**src/rtl/space_wire_timer_bank.sv**
```systemverilog
// rtl/space_wire_timer_bank.sv - bank of independent programmable timeout channels for the SpaceWire link layer
module space_wire_timer_bank #(
  parameter int C_CHANNELS    = 4,
  parameter int C_COUNT_WIDTH = 12
) (
  input  logic                                 i_clk,
  input  logic                                 i_reset,
  input  logic [C_CHANNELS-1:0]                i_start,
  input  logic [C_CHANNELS-1:0]                i_stop,
  input  logic [C_CHANNELS-1:0]                i_periodic,
  input  logic [C_CHANNELS*C_COUNT_WIDTH-1:0]  i_period,
  output logic [C_CHANNELS-1:0]                o_expire,
  output logic [C_CHANNELS-1:0]                o_running,
  output logic [C_CHANNELS-1:0]                o_done,
  output logic [C_CHANNELS-1:0]                o_cfg_err
);

  typedef enum logic [1:0] {
    ST_IDLE = 2'd0,
    ST_RUN  = 2'd1,
    ST_DONE = 2'd2
  } state_t;

  localparam logic [C_COUNT_WIDTH-1:0] CNT_ONE = C_COUNT_WIDTH'(1);

  for (genvar n = 0; n < C_CHANNELS; n++) begin : g_ch
    state_t                    state_q, state_d;
    logic [C_COUNT_WIDTH-1:0]  cnt_q, cnt_d;
    logic [C_COUNT_WIDTH-1:0]  period_q, period_d;
    logic                      mode_q, mode_d;
    logic                      expire_q, expire_d;
    logic                      running_q, done_q;
    logic                      cfg_err_q, cfg_err_d;
    logic [C_COUNT_WIDTH-1:0]  period_in;

    assign period_in = i_period[n*C_COUNT_WIDTH +: C_COUNT_WIDTH];

    // Next-state: stop beats start beats normal counting; a zero-period start is flagged and otherwise ignored
    always_comb begin
      state_d   = state_q;
      cnt_d     = cnt_q;
      period_d  = period_q;
      mode_d    = mode_q;
      expire_d  = 1'b0;
      cfg_err_d = 1'b0;
      if (i_stop[n]) begin
        state_d = ST_IDLE;
        cnt_d   = '0;
      end else if (i_start[n] && (period_in != '0)) begin
        state_d  = ST_RUN;
        cnt_d    = CNT_ONE;
        period_d = period_in;
        mode_d   = i_periodic[n];
      end else begin
        cfg_err_d = i_start[n];
        if (state_q == ST_RUN) begin
          if (cnt_q == period_q) begin
            expire_d = 1'b1;
            if (mode_q) begin
              cnt_d = CNT_ONE;
            end else begin
              state_d = ST_DONE;
            end
          end else begin
            cnt_d = cnt_q + CNT_ONE;
          end
        end
      end
    end

    // State and registered outputs; reset aborts any count immediately
    always_ff @(posedge i_clk or posedge i_reset) begin
      if (i_reset) begin
        state_q   <= ST_IDLE;
        cnt_q     <= '0;
        period_q  <= '0;
        mode_q    <= 1'b0;
        expire_q  <= 1'b0;
        running_q <= 1'b0;
        done_q    <= 1'b0;
        cfg_err_q <= 1'b0;
      end else begin
        state_q   <= state_d;
        cnt_q     <= cnt_d;
        period_q  <= period_d;
        mode_q    <= mode_d;
        expire_q  <= expire_d;
        running_q <= (state_d == ST_RUN);
        done_q    <= (state_d == ST_DONE);
        cfg_err_q <= cfg_err_d;
      end
    end

    assign o_expire[n]  = expire_q;
    assign o_running[n] = running_q;
    assign o_done[n]    = done_q;
    assign o_cfg_err[n] = cfg_err_q;
  end

endmodule

```
**config.mk**
```make
export PLATFORM = sky130hd
export DESIGN_NAME = space_wire_timer_bank
export DESIGN_NICKNAME = d
export VERILOG_FILES = /design/src/rtl/space_wire_timer_bank.sv
export SDC_FILE = /design/constraint.sdc
export NUM_CORES = 1
export LEC_CHECK = 0
export CAP_MARGIN = 20
export CORE_MARGIN = 5
export CORE_UTILIZATION = 61
export DETAILED_ROUTE_END_ITERATION = 8
export HOLD_SLACK_MARGIN = 0.05
export PLACE_DENSITY = 0.86
export SETUP_SLACK_MARGIN = 0.05
export SLEW_MARGIN = 40
export SYNTH_ARGS = -nofsm -noshare
export SYNTH_HDL_FRONTEND = slang
export SYNTH_SLANG_ARGS = --single-unit
export TNS_END_PERCENT = 30
```
**constraint.sdc**
```tcl
create_clock -name i_clk -period 8.44 [get_ports i_clk]
set_clock_uncertainty 0.15 [all_clocks]
set_input_delay 1.688 -clock i_clk [delete_from_list [all_inputs] [get_ports i_clk]]
set_output_delay 1.688 -clock i_clk [all_outputs]
set_load 0.02 [all_outputs]
```
; Yosys cells after proc, flatten, opt, wreduce, memory -nomap -nowiden
; Cells that the tools add are included.
; W data, S select, Z words.
[op_classes]
addsub = 4
eq_ne = 20
n_mux = 64
n_bitwise = 4
n_reduce_logical = 20
[ops]
columns = operator, n
row1 = $mux W12, 20
row2 = $add A12 B1 Y12 const B, 4
row3 = $eq A12 B12 Y1, 4
row4 = $reduce_bool A12 Y1, 4
row5 = $mux W2, 20
row6 = $mux W1, 24
row7 = $eq A2 B1 Y1 const B, 8
row8 = $ne A4 B4 Y1 const B, 4
row9 = $reduce_and A2 Y1, 8
row10 = $reduce_bool A3 Y1, 4
row11 = $eq A2 B2 Y1 const B, 4
row12 = $logic_and A1 B1 Y1, 4
row13 = $not A1 Y1, 4
[word_totals]
regBits = 124
input_bits = 62

; Logic depth before layout (Yosys ltp)
[depth]
depth_word = 6
mapped_depth = 7
mapped_depth_nobuf = 6

; Worst setup path after synthesis
; OpenSTA, ideal clock, no wires.
[synth_path]
path_kind = input to register
from = input port i_period[9]
to = register g_ch[0].period_q[0]
arrival_ns = 2.971
setup_slack_ns = 5.191
stages = 6
n_path_buf = 2
cell_sequence = nor4_1 > nand3_1 > and3_1 > buf_2 > buf_2 > mux2_1
[synth_via]
elab_chain_cells = 3
[synth_lines]
columns = item, line
row1 = start: declaration, 11  ; input logic [C_CHANNELS*C_COUNT_WIDTH-1:0] i_period,
row2 = $reduce_bool A12 Y1, 49  ; end else if (i_start[n] && (period_in != '0)) begin
row3 = $logic_and A1 B1 Y1, 49
row4 = $reduce_and A2 Y1 (no source line), -
row5 = end signal: assignment, 85  ; period_q <= period_d;
row6 = end: declaration, 29  ; logic [C_COUNT_WIDTH-1:0] period_q, period_d;
; Every way passes these cells.
; A chain may end at the register's enable or synchronous reset.

; Worst setup path after layout
[layout_path]
from = input port i_period[9]
to = register g_ch[0].cnt_q[8]
[layout_via]
elab_chain_cells = 4
word_cells_on_any_way = 7
cone_classes = eq/ne (1) / mux (2) / reduce/logical (4)
[layout_lines]
columns = item, line
row1 = $reduce_bool A12 Y1 *, 49
row2 = $logic_and A1 B1 Y1 *, 49
row3 = "$ne A4 B4 Y1 (no source line), or another cell as far along", -
row4 = $reduce_and A2 Y1 (no source line) / $mux W12 (equally long branches), -
row5 = end signal: assignment, 84  ; cnt_q <= cnt_d;
row6 = end: declaration, 28  ; logic [C_COUNT_WIDTH-1:0] cnt_q, cnt_d;
; Mark *: on every way between the ends. The rest lies on a longest branch, timed or not.

==> flow_summary.json <==
{
  "met2_usage_pct": 40.6,
  "clockBufferDepth": 2,
  "area_delta_synth_final_pct": 20.3,
  "cp-end-kind": "flop",
  "port_buffers": 77,
  "slew_headroom_pct": 46.2,
  "finalCriticalPeriod_ps": 3690,
  "critPathArrivalTime_ps": 3980,
  "rsz0062_at_grt": "no",
  "die_area_um2": 13000,
  "drc": 0,
  "antenna_found_initial": 0,
  "fill_cells": 730,
  "seqCellArea_um2": 3100,
  "die_y_um": 114,
  "synth_fp_nets": 715,
  "insertion_delay_ps": 540,
  "n_antenna_cell": 0,
  "path_depth": 6,
  "synth-edff-count": 0,
  "fin_nets": 767,
  "yosysMostFrequentCell": "dfrtp_1",
  "grt.busiest_layer": "met2",
  "grt_pass1_vias": 5474,
  "viasPerCell": 6.15,
  "drt-initial-drc-count": 456,
  "num_vias": 5256,
  "irDropWorstVdd_mv": 0.147,
  "row_count": 38,
  "ys_top_cells_by_count": "124 x dfrtp_1, 67 x nand3_1, 50 x xor2_1, 47 x mux2_1, 37 x inv_1",
  "clock-sinks": 124,
  "synthCells": 649,
  "slowest_stage": "nor4_1",
  "startpoint_type": "primary input",
  "htreeDepth": 4,
  "firstDrtPassIters": 5,
  "hold_depth": 1,
  "place_congestion": 0.871,
  "p_per_area_nw_per_um2": 199,
  "status": "finished, final reports clean",
  "yosysWarnings": 0,
  "fmax_mhz": 271,
  "ys_types": 51,
  "critPathBufInv": 1,
  "overflow": 0,
  "cts_resized": 0,
  "cts_setup_buffers": 0,
  "synth.avg_cell_area_um2": 10.2,
  "hp-class": "reg2reg",
  "async_reset_ff_share_pct": 100,
  "placed_cell_area_um2": 7320,
  "setup_viol": 0,
  "wl_mm": 15.0,
  "p_leak_nw": 3.32,
  "drive_gt1_share_pct": 7.98,
  "synth_top_flop_cell": "dfrtp_1",
  "wire_per_inst_um": 17.6,
  "synth_largest_area_cell": "dfrtp_1",
  "grt_use_met1_pct": 31.3,
  "crit_family": "simple AND/OR/NAND/NOR gates",
  "finalCritPeriodShare_pct": 43.7,
  "cts_root_buf": "clkbuf_8",
  "required_ps": 8730,
  "hold_viol": 0,
  "post-dp-hpwl_mm": 10.5,
  "syn_area_um2": 6610,
  "cts_tree": "done",
  "hold_buffers": 0,
  "path_max_fanout": 13,
  "cts_buffers": 17,
  "grtUsageMet3_pct": 7.93,
  "crit_path_cell_trace": "clkdlybuf4s50_1 -> nor4_1 -> a31oi_1 -> nor2_2 -> nand2_1 -> o211ai_1",
  "ant_nets": 0,
  "gr-usage-all-layers_pct": 25.1,
  "critPathMaxStageDelay_ps": 470,
  "die_w_um": 114,
  "multiInputGateArea_um2": 3110,
  "setup_tns_ps": 0,
  "fin_area_um2": 7950,
  "ys_top_cells_by_area": "dfrtp_1 47%, mux2_1 8.0%, xor2_1 6.6%",
  "drv_slew": 0,
  "worstSetupPathType": "in2reg",
  "grt_pass1_wl_mm": 26.0,
  "ys_ff_latch": 124,
  "r2r_cells": 5,
  "ys_seq_area_share_pct": 47.0,
  "num_io_pins": 78,
  "clkTransAtPathRegs_ps": 50,
  "core-area_um2": 10700,
  "drv_cap": 0,
  "start_util_pct": 61.5,
  "fin_util_pct": 73.9,
  "yosys.area.top_type_share_pct": 47.0,
  "worstMarginPinSlew_ps": 804,
  "grt_max_degree": 85
}
cells by family (layout without fill, tap and decap cells):
kind of cell,after synthesis,count (layout),synth area share [%]
flops,124,124,47.0
compound gates,86,86,9.13
xor+xnor,52,52,6.89
fa+ha+maj,4,4,0.758
buf+inv,85,150,6.27
mux,53,53,9.00
simple gates,245,245,21.0
flip-flops by register name, indices dropped and copies added (netlist names):
register,count
g_ch.state_q,8
g_ch.running_q,4
g_ch.cnt_q,48
g_ch.cfg_err_q,4
g_ch.done_q,4
g_ch.expire_q,4
g_ch.period_q,48
g_ch.mode_q,4
routing by layer:
layer	part of all wire, %	wire, µm
met1	42	6330
met2	50	7550
met3	5.6	841
met4	2.2	330
met5	0	0
power breakdown:
group	internal (mW)	total (mW)	switching, mW
logic	0.0810	0.166	0.0852
clock network	0.496	0.744	0.248
registers	0.638	0.674	0.0360
total	1.21	1.58	0.369
placed cells by master, fill, tap and decap left out, types with 3 or more instances in the layout:
cell | netlist | final
clkdlybuf4s50_1 | 0 | 77
buf_4 | 17 | 3
mux2_1 | 47 | 47
nor4_1 | 22 | 22
a21oi_1 | 12 | 12
xor2_1 | 50 | 50
clkinv_2 | 0 | 3
or2_2 | 3 | 3
nand4b_1 | 3 | 3
nand2b_1 | 6 | 6
nand3b_1 | 3 | 3
or3_1 | 7 | 7
nor2b_1 | 7 | 7
nand2_1 | 27 | 27
clkbuf_16 | 0 | 16
o21a_1 | 4 | 4
ha_1 | 4 | 4
mux2_2 | 4 | 4
nor4_2 | 5 | 5
dfrtp_1 | 124 | 124
and3_1 | 9 | 9
nor2_1 | 29 | 27
nor3_1 | 10 | 9
o21ai_1 | 14 | 14
inv_1 | 37 | 36
nand4_1 | 32 | 32
a31oi_1 | 6 | 5
nand3_1 | 67 | 67
clkbuf_1 | 13 | 3
nor3b_1 | 4 | 4
and4_1 | 3 | 3
a41o_1 | 6 | 6
o2111ai_1 | 5 | 5
o311ai_1 | 5 | 5
clkbuf_8 | 0 | 8
bufinv_16 | 0 | 3
o22ai_1 | 3 | 3
o211ai_1 | 24 | 24
through the flow:
stage	std cells	worst slack [ps]	hold slack [ps]	power (mW)
floorplan	649	3300	328	0.780
global placement	822	4240	341	0.836
detailed placement	822	3980	348	0.847
CTS	854	4540	360	1.60
global route	854	4550	381	1.65
finish	854	4750	357	1.58
final timing paths:
path | slack, ps | from | to
worst max-delay path | 4750 | i_period[9] | g_ch[0].cnt_q[8]
worst min-delay path | 360 | g_ch[2].period_q[10] | g_ch[2].period_q[10]
worst max register to register | 5620 | g_ch[0].cnt_q[3] | g_ch[0].state_q[0]
worst min register to register | 360 | g_ch[2].period_q[10] | g_ch[2].period_q[10]
max in group asynchronous | 5630 | i_reset | g_ch[1].period_q[1]
min in group asynchronous | 1390 | i_reset | g_ch[3].period_q[8]
cell type report:
type | instances | share of cell area (%)
sequential | 124 | 39.1
multi-input combinational | 440 | 39.1
clock buffer | 26 | 6.39
clock inverter | 6 | 1.32
tap | 140 | 2.20
inverter | 37 | 1.78
timing repair buffer | 81 | 10.2
(Power assumes the default switching activity.)
